<file path="src/rtl/cons_pkg.sv">
// Shared types and constants for the console line injector.
package cons_pkg;

  // Sequencer states.
  typedef enum logic [2:0] {
    IDLE      = 3'd0,
    LOAD      = 3'd1,
    WAIT_FREE = 3'd2,
    WRITE     = 3'd3,
    WAIT_ACK  = 3'd4,
    GAP       = 3'd5
  } cons_state_e;

  // Loader bytes equal to this value are discarded rather than buffered.
  localparam logic [7:0] CONS_NUL = 8'h00;

  // Default sizing and pacing.
  localparam int CONS_DEPTH_DEF       = 16;
  localparam int CONS_GAP_DEF         = 64;
  localparam int CONS_ACK_TIMEOUT_DEF = 1024;

endpackage

</file>
<file path="src/rtl/cons_line_buf.sv">
// DEPTH x 8 line buffer: synchronous write, combinational read at the read pointer.
module cons_line_buf #(
  parameter int DEPTH = 16,
  localparam int AW = $clog2(DEPTH),
  localparam int CW = AW + 1
) (
  input  logic          clk,
  input  logic          rst,
  input  logic          clr,
  input  logic          wr_en,
  input  logic [7:0]    wr_data,
  input  logic          rd_en,
  output logic [7:0]    rd_data,
  output logic [CW-1:0] count,
  output logic          full,
  output logic          empty
);

  logic [7:0]    mem_q [DEPTH];
  logic [AW-1:0] wr_q, wr_d;
  logic [AW-1:0] rd_q, rd_d;
  logic [CW-1:0] count_q, count_d;
  logic          wr_ok;
  logic          rd_ok;

  assign full    = (count_q == CW'(DEPTH));
  assign empty   = (count_q == '0);
  assign count   = count_q;
  assign rd_data = mem_q[rd_q];

  // Pointer and occupancy update; writes to a full buffer and reads of an empty one are ignored.
  always_comb begin
    wr_ok   = wr_en && !full;
    rd_ok   = rd_en && !empty;
    wr_d    = wr_ok ? wr_q + AW'(1) : wr_q;
    rd_d    = rd_ok ? rd_q + AW'(1) : rd_q;
    count_d = count_q;
    if (wr_ok && !rd_ok) begin
      count_d = count_q + CW'(1);
    end else if (rd_ok && !wr_ok) begin
      count_d = count_q - CW'(1);
    end
  end

  // Pointer registers; clr rewinds the buffer for the next line.
  always_ff @(posedge clk) begin
    if (rst || clr) begin
      wr_q    <= '0;
      rd_q    <= '0;
      count_q <= '0;
    end else begin
      wr_q    <= wr_d;
      rd_q    <= rd_d;
      count_q <= count_d;
    end
  end

  // Storage array, no reset so it can map onto distributed/block memory.
  always_ff @(posedge clk) begin
    if (wr_ok) begin
      mem_q[wr_q] <= wr_data;
    end
  end

endmodule

</file>
<file path="src/rtl/cons_inject_sched.sv">
// Buffers one command line from a loader and injects it into the console FIFO
// byte by byte once the boot window has passed, paced by the console ack and a gap.
module cons_inject_sched
  import cons_pkg::*;
#(
  parameter int DEPTH       = CONS_DEPTH_DEF,
  parameter int GAP_CYCLES  = CONS_GAP_DEF,
  parameter int ACK_TIMEOUT = CONS_ACK_TIMEOUT_DEF
) (
  input  logic        clk,
  input  logic        rst,
  input  logic [63:0] w_mtime,
  input  logic [63:0] min_time,
  input  logic        ld_valid,
  input  logic [7:0]  ld_data,
  input  logic        ld_last,
  output logic        ld_ready,
  input  logic        r_consf_en,
  output logic        we,
  output logic [7:0]  key,
  output logic        busy,
  output logic        done,
  output logic        ovf,
  output logic        to_err
);

  localparam int AW = $clog2(DEPTH);
  localparam int CW = AW + 1;
  localparam int TW = $clog2(ACK_TIMEOUT) + 1;
  localparam int GW = (GAP_CYCLES > 1) ? $clog2(GAP_CYCLES) : 1;

  cons_state_e   state_q, state_d;
  logic          boot_done_q, boot_done_d;
  logic          we_q, we_d;
  logic [7:0]    key_q, key_d;
  logic          ld_ready_q, ld_ready_d;
  logic          busy_q, busy_d;
  logic          done_q, done_d;
  logic          ovf_q, ovf_d;
  logic          to_err_q, to_err_d;
  logic [TW-1:0] timer_q, timer_d;
  logic [GW-1:0] gap_q, gap_d;

  logic          buf_clr;
  logic          buf_wr_en;
  logic          buf_rd_en;
  logic [7:0]    buf_rd_data;
  logic [CW-1:0] buf_count;
  logic          buf_full;
  logic          buf_empty;

  logic          accept;
  logic          ack_done;
  logic          gap_done;
  logic [TW-1:0] timer_inc;

  cons_line_buf #(
    .DEPTH(DEPTH)
  ) u_line_buf (
    .clk     (clk),
    .rst     (rst),
    .clr     (buf_clr),
    .wr_en   (buf_wr_en),
    .wr_data (ld_data),
    .rd_en   (buf_rd_en),
    .rd_data (buf_rd_data),
    .count   (buf_count),
    .full    (buf_full),
    .empty   (buf_empty)
  );

  // Next-state logic: load, wait for console free, one-cycle write, wait for ack, gap.
  always_comb begin
    state_d   = state_q;
    timer_d   = timer_q;
    gap_d     = gap_q;
    ovf_d     = ovf_q;
    to_err_d  = to_err_q;
    done_d    = 1'b0;
    buf_wr_en = 1'b0;
    buf_rd_en = 1'b0;
    buf_clr   = 1'b0;
    ack_done  = 1'b0;
    gap_done  = 1'b0;
    accept    = ld_valid && ld_ready_q;
    timer_inc = timer_q + TW'(1);

    case (state_q)
      IDLE, LOAD: begin
        if (accept) begin
          state_d = LOAD;
          if (ld_data != CONS_NUL) begin
            if (buf_full) begin
              ovf_d = 1'b1;
            end else begin
              buf_wr_en = 1'b1;
            end
          end
          if (ld_last) begin
            if ((buf_count != '0) || buf_wr_en) begin
              state_d = WAIT_FREE;
            end else begin
              // Line had no storable bytes: finish immediately.
              done_d  = 1'b1;
              buf_clr = 1'b1;
              state_d = IDLE;
            end
          end
        end
      end
      WAIT_FREE: begin
        if (boot_done_q && !r_consf_en) begin
          state_d = WRITE;
        end
      end
      WRITE: begin
        buf_rd_en = 1'b1;
        timer_d   = '0;
        state_d   = WAIT_ACK;
      end
      WAIT_ACK: begin
        timer_d = timer_inc;
        if (r_consf_en) begin
          ack_done = 1'b1;
        end else if (timer_inc == TW'(ACK_TIMEOUT - 1)) begin
          to_err_d = 1'b1;
          ack_done = 1'b1;
        end
      end
      GAP: begin
        if (gap_q == GW'(GAP_CYCLES - 1)) begin
          gap_done = 1'b1;
        end else begin
          gap_d = gap_q + GW'(1);
        end
      end
      default: begin
        state_d = IDLE;
      end
    endcase

    // A zero gap goes straight from the ack to the end-of-byte decision.
    if (ack_done) begin
      if (GAP_CYCLES > 0) begin
        state_d = GAP;
        gap_d   = '0;
      end else begin
        gap_done = 1'b1;
      end
    end

    if (gap_done) begin
      if (!buf_empty) begin
        state_d = WAIT_FREE;
      end else begin
        done_d  = 1'b1;
        buf_clr = 1'b1;
        state_d = IDLE;
      end
    end
  end

  // Registered outputs derived from the next state so they align with the state register.
  always_comb begin
    boot_done_d = boot_done_q || (w_mtime >= min_time);
    we_d        = (state_d == WRITE);
    key_d       = (state_d == WRITE) ? buf_rd_data : key_q;
    ld_ready_d  = (state_d == IDLE) || (state_d == LOAD);
    busy_d      = !((state_d == IDLE) || (state_d == LOAD));
  end

  // State and output registers.
  always_ff @(posedge clk) begin
    if (rst) begin
      state_q     <= IDLE;
      boot_done_q <= 1'b0;
      we_q        <= 1'b0;
      key_q       <= '0;
      ld_ready_q  <= 1'b0;
      busy_q      <= 1'b0;
      done_q      <= 1'b0;
      ovf_q       <= 1'b0;
      to_err_q    <= 1'b0;
      timer_q     <= '0;
      gap_q       <= '0;
    end else begin
      state_q     <= state_d;
      boot_done_q <= boot_done_d;
      we_q        <= we_d;
      key_q       <= key_d;
      ld_ready_q  <= ld_ready_d;
      busy_q      <= busy_d;
      done_q      <= done_d;
      ovf_q       <= ovf_d;
      to_err_q    <= to_err_d;
      timer_q     <= timer_d;
      gap_q       <= gap_d;
    end
  end

  assign we       = we_q;
  assign key      = key_q;
  assign ld_ready = ld_ready_q;
  assign busy     = busy_q;
  assign done     = done_q;
  assign ovf      = ovf_q;
  assign to_err   = to_err_q;

endmodule

</file>
<file path="config.mk">
export PLATFORM = sky130hd
export DESIGN_NAME = cons_inject_sched
export DESIGN_NICKNAME = d
export VERILOG_FILES = /design/src/rtl/cons_pkg.sv /design/src/rtl/cons_line_buf.sv /design/src/rtl/cons_inject_sched.sv
export SDC_FILE = /design/constraint.sdc
export NUM_CORES = 1
export LEC_CHECK = 0
export ABC_AREA = 1
export BUFFER_PORTS_ARGS = -buffer_cell sky130_fd_sc_hd__buf_4
export CAP_MARGIN = 10
export CORE_UTILIZATION = 50
export CTS_CLUSTER_SIZE = 14
export DETAILED_ROUTE_END_ITERATION = 10
export PLACE_DENSITY = 0.73
export SYNTH_ARGS = -nofsm -noshare
export SYNTH_HDL_FRONTEND = slang
export SYNTH_SLANG_ARGS = --single-unit
</file>
<file path="constraint.sdc">
create_clock -name clk -period 3.91 [get_ports clk]
set_input_delay 0.782 -clock clk [delete_from_list [all_inputs] [get_ports clk]]
set_output_delay 0.782 -clock clk [all_outputs]
set_load 0.02 [all_outputs]
</file>
==> Word level (Yosys, flattened, before mapping) <==
Memories as Yosys holds them, arrays and structs flattened. A register that Yosys moved wholly into a read port is not among the register bits.
Index checks and enable logic that the tools add are counted.
{ "op_classes": {"magnitude_cmp": 1, "n_addsub": 6, "n_mux": 31, "n_eq_ne": 10, "bitwise_logic": 2, "n_reduce_logical": 29} }
{ "ops": {"columns": ["operator", "count"], "rows": [
  ["$ge 64x64->1", 1],
  ["$pmux 11 s2", 1],
  ["$mux 1", 20],
  ["$mux 3", 4],
  ["$pmux 3 s4", 1],
  ["$add 11x1->11 const B", 1],
  ["$eq 11x10->1 const B", 1],
  ["$mux 5", 2],
  ["$eq 3x2->1 const B", 3],
  ["$add 4x1->4 const B", 2],
  ["$reduce_bool 8->1", 1],
  ["$add 6x1->6 const B", 1],
  ["$eq 3x1->1 const B", 2],
  ["$eq 3x3->1 const B", 2],
  ["$eq 6x6->1 const B", 1],
  ["$logic_and 1x1->1", 6],
  ["$logic_not 1->1", 6],
  ["$logic_not 3->1", 2],
  ["$mux 2", 3],
  ["$reduce_or 2->1", 3],
  ["$add 5x1->5 const B", 1],
  ["$eq 5x5->1 const B", 1],
  ["$logic_not 5->1", 1],
  ["$reduce_bool 5->1", 1],
  ["7 further kinds", 12]
]} }
{ "word_totals": {"ramBits": 128, "memories": 1, "wordCells": 93, "regBits": 40, "output_inout_bits": 14, "input_bits": 141} }
{ "mem_list": {"columns": ["name", "depth", "width", "read_ports", "rd_ports_with_merged_regs", "wr", "line_no", "rtl"], "rows": [
  ["u_line_buf.mem_q", 16, 8, 1, 1, 1, "cons_line_buf.sv:19", "logic [7:0] mem_q [DEPTH];"]
]} }

==> Logic depth before layout (Yosys ltp) <==
{ "depth": {"depth_word": 15, "ltp_mapped": 17, "depth_no_buf": 17} }

==> Cells and area by module <==
Synthesis repeated with hierarchy kept, for this count alone.
{ "unflattened": {"cells_unflattened": 1191, "hier_area_um2": 9928.3} }
{ "modules_own_cells": {"columns": ["mod", "cells_each", "seq_area_each_um2", "area_per_inst_um2", "instances"], "rows": [
  ["cons_line_buf", 658, 4184.0, 6465.0, 1],
  ["cons_inject_sched", 533, 700.7, 3463.3, 1]
]} }

==> Worst setup path before layout <==
Ideal clock, no wire load.
{ "synth_path": {"kind": "input -> register", "from": "input ld_data[1]", "to": "register u_line_buf.count_q[4], in the netlist u_line_buf.count[4]", "t_arrival_ns": 2.526, "setup_time_ns": 0.070, "slack_ns": 1.315, "path_stages": 13, "cell_sequence": "nor2_1 > nand4_1 > nand2_1 > nor3_4 > ha_1 > inv_1 > fa_1 > nand2_1 > nand2_1 > a21oi_1 > xor2_1 > nand2_1 > a21oi_1"} }
{ "synth_between": {"word_cells_on_any_way": 20} }
{ "synth_lines": {"columns": ["item", "line_no", "rtl"], "rows": [
  ["start: declaration", "cons_inject_sched.sv:15", "input logic [7:0] ld_data,"],
  ["$reduce_bool 8->1 (*)", "cons_inject_sched.sv:92", "if (ld_data != CONS_NUL) begin"],
  ["$mux 1 (*)", "cons_inject_sched.sv:92", null],
  ["$mux 1 (*)", "cons_inject_sched.sv:90", "if (accept) begin"],
  ["$mux 1 (*)", "cons_inject_sched.sv:88", "case (state_q)"],
  ["$mux 1 (*)", "cons_inject_sched.sv:90", null],
  ["$mux 1 (*)", "cons_inject_sched.sv:88", null],
  ["$logic_and 1x1->1 (*)", "cons_line_buf.sv:33", "wr_ok = wr_en && !full;"],
  ["net u_line_buf.wr_ok", "cons_line_buf.sv:23", "logic wr_ok;"],
  ["$logic_not 1->1", "cons_line_buf.sv:40", "end else if (rd_ok && !wr_ok) begin"],
  ["$logic_and 1x1->1", "cons_line_buf.sv:40", null],
  ["$reduce_bool 2->1 (no source line)", null, null],
  ["end signal: assignment", "cons_line_buf.sv:54", "count_q <= count_d;"],
  ["end: declaration", "cons_line_buf.sv:22", "logic [CW-1:0] count_q, count_d;"]
]} }
The timed path passes the listed nets; every way through them passes the cells marked *. The select of a mux whose other input is x is not followed.
A chain may end at the register's enable or synchronous reset.

==> Worst setup path in the final report <==
{ "layout_path": {"from": "input ld_data[7]", "to": "register u_line_buf.count_q[4], in the netlist u_line_buf.count[4]"} }
The elaborated chain is that of the path after synthesis.

==> qor.csv <==
metric;value;unit
status;complete, no violations;
leakagePower;4.79;nW
areaGrowthSynthToFinish;20.5;%
yosys.cell_count.top_type;nand2_1;
pin_count;155;
yosys-top-cells-area;edfxtp_1 42%, dfxtp_1 10%, ha_1 10%, nand2_1 6.8%, nor2_1 5.6%;
async_flop_share;0;%
relSlewSlack;35.3;%
drtPass1Iterations;5;
cts-resized-gates;0;
p_per_area;368;nW/um2
crit_top_cell;nand2_1;
maxCapViolations;0;
ant_nets;0;
slowest_delay;0.41;ns
reg2reg_depth;12;
synth_edf_count;128;
avgSynthCellArea;9.23;um2
dp_hpwl;14900;um
start_util;51.3;%
drive_gt1_share;19.5;%
antenna_found_initial;0;
viasPerCell;5.21;
die_x;138;um
synth_seq_cells;176;
cts_max_level;4;
netlist_instances;1001;
antenna_cells;0;
p_sw;1.02;mW
cts_setup_buffers;0;
fillers;1521;
cts_root_buf;clkbuf_16;
use_met1;28.8;%
yosys-top-cells-count;168 x nand2_1, 139 x nor2_1, 128 x edfxtp_1;
grt_pass1_vias;6662;
internal_power;3.08;mW
grt_pass1_wl;32300;um
clock-sinks;176;
grt-busiest-layer;met2;
cts_buffers;17;
setup_tns;0;ns
cp.depth;14;
rsz0062_at_grt;no;
layout_setup_ws;1.06;ns
vias;7235;
synth_cell_types;44;
die_h;138;um
seqPwrFrac;49.7;%
final-setup-viol-count;0;
gp_congestion;0.860;
cts_hold_buf;0;
synth_nets;1219;
clk_pin_slew;0.07;ns
syn-cell-area;9240;um2
globalRouteTotalUtil;22.7;%
path_cells;buf_4 > nor2_1 > nand4_1 > nand2_1 > nor3_4 > ha_1 > inv_1 > fa_1 > nand2_1 > nand2_1 > a21oi_1 > xor2_1 > nand2_1 > a21oi_1;
fmax;351;MHz
crit_family;simple AND/OR/NAND/NOR gates;
final_hold_viol_count;0;
synth_warnings;0;
grt_start_max_net_pins;67;
hold-path-cell-count;2;
clock_path_buffers;2;
synth_ff_type;edfxtp_1;
cp-start-kind;primary input;
path_class;primary input to flip-flop;
finalMaxSlewViolations;0;
area.sequential;4810;um2
crit_arrival;3.20;ns
ir_worst_vdd;0.345;mV
rows;49;
clk_latency;0.43;ns
finalNetCount;1365;
synth-seq-area-share;52.0;%
post-route-period-util;72.9;%
fp.dieArea;19000;um2
cp_max_fo;17;
worst_slew_pin_slew;0.969;ns
swShare;24.9;%
clock_skew;0.00810;ns
grtUsageMet2;38.5;%
fin_crit;2.85;ns
critPathSlowestCell;fa_1;
wl;21200;um
core_area;18000;um2
synth_top_cell_by_area;edfxtp_1;
first_iter_violations;532;
port_buffers;154;
cts_tree;done;
combPwrFrac;10.6;%
gr-total-overflow;0;
multiInputGateArea;3780;um2
end_kind;flip-flop;
wl_per_cell;15.2;um
dp_slack;0.701;ns
post-route-drc-count;0;
crit_buf_inv;2;
met3_usage;5.70;%
required;4.26;ns
clock_power_share;39.7;%
synth_top_area_share;41.6;%
min_path_type;flip-flop to flip-flop;
==> placed cells by master (no fill, tap or decap), types with 4 or more instances in the layout <==
cell type | netlist | routed
a21oi_1 | 47 | 47
a21oi_2 | 6 | 6
buf_4 | 3 | 159
clkbuf_16 | 0 | 17
dfxtp_1 | 48 | 47
edfxtp_1 | 128 | 128
ha_1 | 76 | 76
inv_1 | 122 | 122
inv_2 | 11 | 11
inv_6 | 0 | 5
inv_8 | 0 | 5
nand2_1 | 168 | 168
nand3_1 | 28 | 28
nand4_1 | 11 | 11
nor2_1 | 139 | 139
nor2_4 | 4 | 4
nor3_1 | 6 | 6
o211ai_1 | 14 | 14
o21ai_0 | 70 | 70
o21ai_1 | 21 | 21
o221ai_1 | 6 | 6
o22ai_1 | 19 | 19
xor2_1 | 12 | 12
==> layer usage <==
layer  wire [um]  share of wire (%)  up-vias
li1            -                  -     3671
met1        8970                 42     3307
met2       10200                 48      236
met3        1740                8.2       21
met4         251                1.2        0
met5           0                  0        -
==> sequential cells by signal, summed over array words and instances (netlist names) <==
| name | cells |
|---|---|
| busy | 1 |
| u_line_buf.wr_q | 4 |
| to_err | 1 |
| u_line_buf.count | 5 |
| ld_ready | 1 |
| ovf | 1 |
| u_line_buf.mem_q | 128 |
| state_q | 3 |
| u_line_buf.rd_q | 4 |
| we | 1 |
| gap_q | 6 |
| done | 1 |
| boot_done_q | 1 |
| timer_q | 11 |
| key | 8 |
==> power by group through the flow <==
stage | Combinational [mW] | Sequential (mW) | Clock, mW
final | 0.436 | 2.03 | 1.63
after global routing | 0.500 | 2.04 | 1.72
after CTS | 0.439 | 2.03 | 1.64
after detailed placement | 0.436 | 2.08 | 0
after global placement | 0.424 | 2.08 | 0
after floorplan | 0.238 | 2.08 | 0
==> final timing paths <==
kind,startpoint,endpoint,slack [ns]
setup / recovery,ld_data[7],u_line_buf.count[4]$_SDFFE_PP0P_,1.06
hold / removal,to_err$_SDFFE_PP0P_,to_err$_SDFFE_PP0P_,0.46
setup reg to reg,state_q[2]$_SDFF_PP0_,u_line_buf.count[4]$_SDFFE_PP0P_,1.33
hold reg to reg,to_err$_SDFFE_PP0P_,to_err$_SDFFE_PP0P_,0.46
==> worst register-to-register path, stage by stage (launching register included) <==
cell and delay [ns]:
dfxtp_1 0.35, nor2_1 0.18, inv_1 0.14, nor3_4 0.44, ha_1 0.27, inv_1 0.10, fa_1 0.41, nand2_1 0.10
nand2_1 0.05, a21oi_1 0.14, xor2_1 0.16, nand2_1 0.06, a21oi_1 0.12
==> metrics by stage <==
step	hold slack [ns]	instances	power (mW)	util (%)	cell area (um2)
after CTS	0.461	1389	4.12	61.8	11100
after detailed placement	0.450	1357	2.51	58.6	10600
final	0.459	1389	4.10	61.8	11100
after global routing	0.502	1389	4.26	61.8	11100
after floorplan	0.444	1001	2.32	-	9240
after global placement	0.444	1357	2.50	58.6	10600
==> cell type report <==
type                            instances  share of cell area, %
Timing Repair Buffer                  159                   10.7
Clock buffer                           18                   3.85
Inverter                              134                   4.52
Tap cell                              229                   2.57
Clock inverter                         14                   1.24
Sequential cell                       176                   43.2
Multi-Input combinational cell        659                   34.0
==> logic make-up after synthesis <==
group	after synthesis	synth area share (%)
adders and majority gates	77	10.5
buffers and inverters	166	7.12
DFF	176	52.0
xor gates and xnor gates	15	1.42
and+or+nand+nor	377	17.4
AOI/OAI and AO/OA	190	11.6
No activity file was read; power rests on OpenSTA's default activity.
